**src/rtl/biriscv_fetch_queue.sv**
```systemverilog
// Instruction buffer between fetch and decode.
// Count-based FIFO with flush squash and a fetch block after a faulting packet.
module biriscv_fetch_queue #(
    parameter  int DEPTH = 4,
    localparam int PTR_W = $clog2(DEPTH)
) (
    input  logic             clk_i,
    input  logic             rst_i,
    input  logic             fetch_valid_i,
    input  logic [31:0]      fetch_pc_i,
    input  logic [31:0]      fetch_instr_i,
    input  logic             fetch_fault_i,
    output logic             fetch_accept_o,
    input  logic             flush_i,
    output logic             dec_valid_o,
    output logic [31:0]      dec_pc_o,
    output logic [31:0]      dec_instr_o,
    output logic             dec_fault_o,
    input  logic             dec_accept_i,
    output logic [PTR_W:0]   level_o
);

    localparam logic [PTR_W:0] FULL = (PTR_W+1)'(DEPTH);

    logic [64:0]      mem [DEPTH];
    logic [PTR_W-1:0] rd_ptr;
    logic [PTR_W-1:0] wr_ptr;
    logic [PTR_W:0]   count;
    logic             fault_pending_q;
    logic             push;
    logic             pop;

    // Accept depends on registered state only, never on flush or dec_accept
    assign fetch_accept_o = !rst_i && (count != FULL) && !fault_pending_q;
    assign dec_valid_o    = (count != '0) && !flush_i;
    assign push           = fetch_valid_i && fetch_accept_o && !flush_i;
    assign pop            = dec_valid_o && dec_accept_i;
    assign level_o        = count;

    assign {dec_fault_o, dec_pc_o, dec_instr_o} = mem[rd_ptr];

    always_ff @(posedge clk_i) begin
        if (rst_i) begin
            rd_ptr          <= '0;
            wr_ptr          <= '0;
            count           <= '0;
            fault_pending_q <= 1'b0;
        end else if (flush_i) begin
            rd_ptr          <= '0;
            wr_ptr          <= '0;
            count           <= '0;
            fault_pending_q <= 1'b0;
        end else begin
            if (push)
                wr_ptr <= wr_ptr + 1'b1;
            if (pop)
                rd_ptr <= rd_ptr + 1'b1;
            case ({push, pop})
                2'b10:   count <= count + 1'b1;
                2'b01:   count <= count - 1'b1;
                default: count <= count;
            endcase
            if (push && fetch_fault_i)
                fault_pending_q <= 1'b1;
        end
    end

    always_ff @(posedge clk_i) begin
        if (push)
            mem[wr_ptr] <= {fetch_fault_i, fetch_pc_i, fetch_instr_i};
    end

endmodule
```
**config.mk**
```make
export PLATFORM = sky130hd
export DESIGN_NAME = biriscv_fetch_queue
export DESIGN_NICKNAME = d
export VERILOG_FILES = /design/src/rtl/biriscv_fetch_queue.sv
export SDC_FILE = /design/constraint.sdc
export NUM_CORES = 1
export LEC_CHECK = 0
export BUFFER_PORTS_ARGS = -buffer_cell sky130_fd_sc_hd__clkbuf_2
export CORE_MARGIN = 2
export CORE_UTILIZATION = 40
export CTS_BUF_LIST = sky130_fd_sc_hd__clkbuf_8
export CTS_CLUSTER_SIZE = 30
export DETAILED_ROUTE_END_ITERATION = 7
export PLACE_DENSITY = 0.69
export RECOVER_POWER = 25
export SLEW_MARGIN = 20
export SYNTH_ARGS = -nofsm -noshare
export SYNTH_HDL_FRONTEND = slang
export SYNTH_SLANG_ARGS = --single-unit
```
**constraint.sdc**
```tcl
create_clock -name clk_i -period 6.66 [get_ports clk_i]
set_clock_uncertainty 0.1 [all_clocks]
set_input_delay 1.332 -clock clk_i [delete_from_list [all_inputs] [get_ports clk_i]]
set_output_delay 1.332 -clock clk_i [all_outputs]
set_load 0.005 [all_outputs]
```
==> results of run 1 <==
## cells in the final DEF (no fill, tap or decap), types with 2 or more instances in the layout
master    instances
a21oi_1           3
buf_4             5
clkbuf_1         45
clkbuf_2         94
clkbuf_8         45
clkinv_1         10
clkinv_2          3
dfxtp_1           8
dfxtp_4           2
diode_2           2
edfxtp_1        260
ha_1              5
inv_1            14
mux2i_1           4
mux4_2           65
nand2_1           7
nor2_1            5
nor3_1            2
nor3b_4           4
o21ai_0           3
or3_1             2
xor2_1            2
## stage by stage
stage	instances	area (sq um)	power [mW]	util [%]
3_3_place_gp	853	11000	2.00	45.3
4_1_cts	921	11700	3.19	48.2
6_report	923	11700	3.15	48.0
3_5_place_dp	853	11000	2.01	45.3
5_1_grt	922	11700	3.27	48.0
2_1_floorplan	401	9920	1.95	-
## critical path, cell delays in order (launching register included)
cell,delay (ns)
dfxtp_4,0.79
buf_4,0.68
mux4_2,0.62
clkbuf_2,0.14
## worst paths after layout
check	start	end	depth (start not counted)
hold / removal	fault_pending_q$_SDFFE_PP0P_	fault_pending_q$_SDFFE_PP0P_	2
hold reg to reg	fault_pending_q$_SDFFE_PP0P_	fault_pending_q$_SDFFE_PP0P_	2
setup reg to reg	level_o[2]$_SDFFE_PP0P_	level_o[2]$_SDFFE_PP0P_	9
setup / recovery	flip-flop	dec_instr_o[22]	3
## registers in the layout, indices dropped and copies added, names as in the netlist, named ones only
register and cells:
level_o 3, fault_pending_q 1, mem 260, wr_ptr 2
rd_ptr 2
## kinds of logic after synthesis
group           synth area share [%]
compound gates                 0.303
buf+inv                        0.997
xor+xnor                       0.177
fa+ha+maj                      0.833
simple gates                    1.77
mux                             15.2
flops                           80.8
## per-layer routing
layer	share of wire (%)	vias up	global-route usage, %
li1	-	2041	-
met1	39	2332	16.1
met2	51	158	24.2
met3	7.6	40	4.88
met4	2.5	2	5.80
met5	0.060	-	0
## where the power goes
part / switching, mW / internal [mW] / leakage, nW / total [mW]
logic: 0.0486 / 0.0341 / 0.934 / 0.0828
clock network: 0.568 / 0.616 / 0.403 / 1.18
registers: 0.00406 / 1.88 / 2.43 / 1.88
total: 0.620 / 2.53 / 3.77 / 3.15
## final cells by class
class / instances / share of cell area, %
antenna: 2 / 0.0429
clock buffer: 45 / 5.31
clock inverter: 23 / 0.815
inverter: 5 / 0.161
multi-input combinational: 110 / 15.7
sequential: 270 / 68.7
tap: 324 / 3.47
timing repair buffer: 144 / 5.80
==> results.sh, run 1 <==
export IMPL_outcome="finished, final reports clean"
export IMPL_report_final_slew_viol_count=0
export IMPL_timing_hold_ws_ns=0.403
export IMPL_yosys_warnings=0
export IMPL_antenna_left=0
export IMPL_drt_total_wl_um=18200
export IMPL_cts_setup_buffers=0
export IMPL_place_gp_congestion=0.719
export IMPL_leakage_nw=3.77
export IMPL_fin_crit_sh_pct=63.2
export IMPL_fp_dieW_um=161
export IMPL_syn_avg_cell_area_sq_um=24.7
export IMPL_hold_buffers=0
export IMPL_cts_root_buf="clkbuf_8"
export IMPL_hold_violations=0
export IMPL_cts_buffers_inserted=43
export IMPL_drtPass1Iterations=6
export IMPL_grt_max_degree=66
export IMPL_powerDensity_mw_per_mm2=270
export IMPL_rsz0062_at_grt="false"
export IMPL_overflow=0
export IMPL_hold_path_class="reg -> reg"
export IMPL_hpwl_um=11000
export IMPL_path_max_fanout=33
export IMPL_cts_tree="yes"
export IMPL_path_class="reg -> out"
export IMPL_ys_top_cells_by_area="edfxtp_1 79%, mux4_2 15%, dfxtp_1 2.0%, ha_1 0.63%, nor3b_2 0.63%"
export IMPL_max_clock_freq_ghz=0.238
export IMPL_insertion_delay_ns=0.52
export IMPL_arrival_ns=2.78
export IMPL_synth_edf_count=260
export IMPL_num_io_pins=140
export IMPL_cp_required_ns=5.23
export IMPL_ys_ff_latch=270
export IMPL_setup_tns_ns=0
export IMPL_syn_to_final_growth_pct=17.7
export IMPL_setup_violations_final=0
export IMPL_drive_gt1_share_pct=37.2
export IMPL_dpl_worst_slack_ns=2.79
export IMPL_maxCapViolCount=0
export IMPL_setup_ws_ns=2.45
export IMPL_syn_num_nets=477
export IMPL_drt_iter0_drc=273
export IMPL_antenna_found_initial=4
export IMPL_critPathCaptureType="output pin"
export IMPL_die_area_sq_mm=0.0261
export IMPL_synth_common_cells="260 x edfxtp_1, 65 x mux4_2, 10 x dfxtp_1"
export IMPL_synth_main_ff_cell="edfxtp_1"
export IMPL_start_util_pct=40.8
export IMPL_peakVddDrop_mv=0.124
export IMPL_r2r_slack_ns=3.78
export IMPL_synthesis_instances=401
export IMPL_die_y_um=161
export IMPL_drc=0
export IMPL_cts_sinks=270
export IMPL_relSlewSlack_pct=34.3
export IMPL_start_kind="flip-flop"
export IMPL_dr_total_vias=4573
export IMPL_row_count=57
export IMPL_syn_area_sq_mm=0.00992
export IMPL_ys_async_sr_fraction_pct=0
export IMPL_worst_pin_slew_ns=0.986
export IMPL_multiInputGateArea_sq_mm=0.00183
export IMPL_finalCriticalPeriod_ns=4.21
export IMPL_ctsResizeCount=0
export IMPL_clk_pin_slew_ns=0.05
export IMPL_first_global_vias=5102
export IMPL_fillers=2013
export IMPL_wl_per_cell_um=19.8
export IMPL_yosysUniqueCellTypes=26
export IMPL_synth_top_area_share_pct=78.7
export IMPL_coreArea_sq_mm=0.0243
export IMPL_track_usage_pct=14.1
export IMPL_final_seq_area_sq_mm=0.00802
export IMPL_grt_pass1_wl_um=27400
export IMPL_via_per_inst=4.95
export IMPL_synth_top_cell_by_area="edfxtp_1"
export IMPL_port_buffers=139
export IMPL_nets=650
export IMPL_cts_max_path_buffers=3
export IMPL_yosysMostFrequentCell="edfxtp_1"
export IMPL_yosysSeqAreaShare_pct=80.8
export IMPL_htreeDepth=2
Note: power is estimated with default switching activity, not from simulation.
==> inputs of run 2 (changes only) <==
Clock period 6.66 ns to 4.1 ns, I/O delays scaled along.
==> run 2 against run 1 <==
Net effect: final area rose by 1.0%; worst hold slack got worse by 0.019 ns; sequential power rose by 63%; cell count rose by 1.3%; global-route usage rose by 0.15 points; combinational power rose by 65%; highest routed layer is now met4.
==> results.sh, run 2 (synthesized netlist as in run 1, its figures left out) <==
export IMPL_final_common_cell="edfxtp_1"
export IMPL_powerDensity_mw_per_mm2=444
export IMPL_rsz0062_at_grt="false"
export IMPL_port_buffers=139
export IMPL_hold_path_class="reg -> reg"
export IMPL_leakage_nw=3.85
export IMPL_num_io_pins=140
export IMPL_die_area_sq_mm=0.0261
export IMPL_timing_hold_ws_ns=0.384
export IMPL_ctsResizeCount=0
export IMPL_relSlewSlack_pct=31.7
export IMPL_track_usage_pct=14.2
export IMPL_fillers=2000
export IMPL_cts_buffers_inserted=44
export IMPL_hold_buffers=0
export IMPL_setup_ws_ns=0.995
export IMPL_antenna_found_initial=0
export IMPL_peakVddDrop_mv=0.193
export IMPL_cts_setup_buffers=0
export IMPL_fp_dieW_um=161
export IMPL_start_util_pct=40.8
export IMPL_arrival_ns=2.18
export IMPL_drt_iter0_drc=270
export IMPL_coreArea_sq_mm=0.0243
export IMPL_place_inst=859
export IMPL_overflow=0
export IMPL_instances_no_fill=935
export IMPL_setup_violations_final=0
export IMPL_cp_required_ns=3.18
export IMPL_syn_to_final_growth_pct=18.9
export IMPL_drive_gt1_share_pct=38.5
export IMPL_hpwl_um=11100
export IMPL_diodes=0
export IMPL_drtPass1Iterations=4
export IMPL_min_from="rd_ptr[1]$_SDFFE_PP0P_"
export IMPL_antenna_left=0
export IMPL_drt_total_wl_um=18100
export IMPL_fin_crit_sh_pct=75.7
export IMPL_r2r_start="level_o[2]$_SDFFE_PP0P_"
export IMPL_finalCriticalPeriod_ns=3.10
export IMPL_via_per_inst=4.98
export IMPL_max_clock_freq_ghz=0.322
export IMPL_fin_util_pct=48.5
export IMPL_cts_tree="yes"
export IMPL_largest_register="mem"
export IMPL_hold_violations=0
export IMPL_place_gp_congestion=0.772
export IMPL_path_max_fanout=65
export IMPL_grt_max_degree=66
export IMPL_dpl_worst_slack_ns=0.739
export IMPL_wl_per_cell_um=19.4
export IMPL_insertion_delay_ns=0.53
export IMPL_maxCapViolCount=0
export IMPL_largest_reg_flops=260
export IMPL_critPathCaptureType="output pin"
export IMPL_htreeDepth=2
export IMPL_drc=0
export IMPL_row_count=57
export IMPL_worst_pin_slew_ns=1.02
export IMPL_grt_pass1_wl_um=28700
export IMPL_cts_max_path_buffers=3
export IMPL_setup_tns_ns=0
export IMPL_clk_pin_slew_ns=0.05
export IMPL_outcome="finished, final reports clean"
export IMPL_die_y_um=161
export IMPL_report_final_slew_viol_count=0
export IMPL_cts_root_buf="clkbuf_8"
export IMPL_first_global_vias=5260
export IMPL_start_kind="flip-flop"
export IMPL_cts_sinks=270
export IMPL_path_class="reg -> out"
export IMPL_nets=657
export IMPL_dr_total_vias=4660
export IMPL_final_cell_mix="260 x edfxtp_1, 98 x clkbuf_2, 65 x mux4_2"
==> run 2: changes by cell type in the layout (fill, tap and decap cells not counted), sizes merged <==
cell      before  now
clkinvlp       0    3
diode          2    0
bufinv         0    1
clkinv        14   13
buf            5   11
inv           14   19
==> run 2: final cells by class <==
| type | instances | area [sq um] | share of cell area (%) |
|---|---|---|---|
| inverter | 5 | 18.8 | 0.159 |
| sequential | 270 | 8020 | 68.0 |
| clock inverter | 31 | 158 | 1.34 |
| multi-input combinational | 110 | 1830 | 15.6 |
| tap | 324 | 405 | 3.44 |
| timing repair buffer | 150 | 739 | 6.27 |
| clock buffer | 45 | 619 | 5.25 |
==> run 2: per-stage QoR <==
stage / total power [mW] / cell area, sq um
2_1_floorplan: 3.16 / 9920
3_3_place_gp: 3.25 / 11100
3_5_place_dp: 3.26 / 11100
4_1_cts: 5.31 / 11800
5_1_grt: 5.44 / 11800
6_report: 5.24 / 11800
==> run 2: critical path: stages (launching register included) <==
cell	delay (ns)
dfxtp_4	0.95
mux4_2	0.44
clkbuf_2	0.14
==> run 2: path summary, 6_finish.rpt <==
kind / endpoint / slack (ns) / depth (start not counted)
worst max-delay path: dec_fault_o / 1.0 / 2
worst min-delay path: flip-flop / 0.38 / 2
worst max register to register: level_o[2]$_SDFFE_PP0P_ / 1.20 / 9
worst min register to register: flip-flop / 0.38 / 2
==> run 2: report_power, final <==
| group | switching [mW] | internal (mW) |
|---|---|---|
| combinational | 0.0798 | 0.0568 |
| clock | 0.965 | 1.08 |
| sequential | 0.00669 | 3.05 |
| total | 1.05 | 4.18 |
==> run 2: layer usage <==
layer	track usage [%]	wire length [um]
met1	17.7	7240
met4	4.55	332
met5	0	0
met3	3.95	1200
met2	24.3	9350
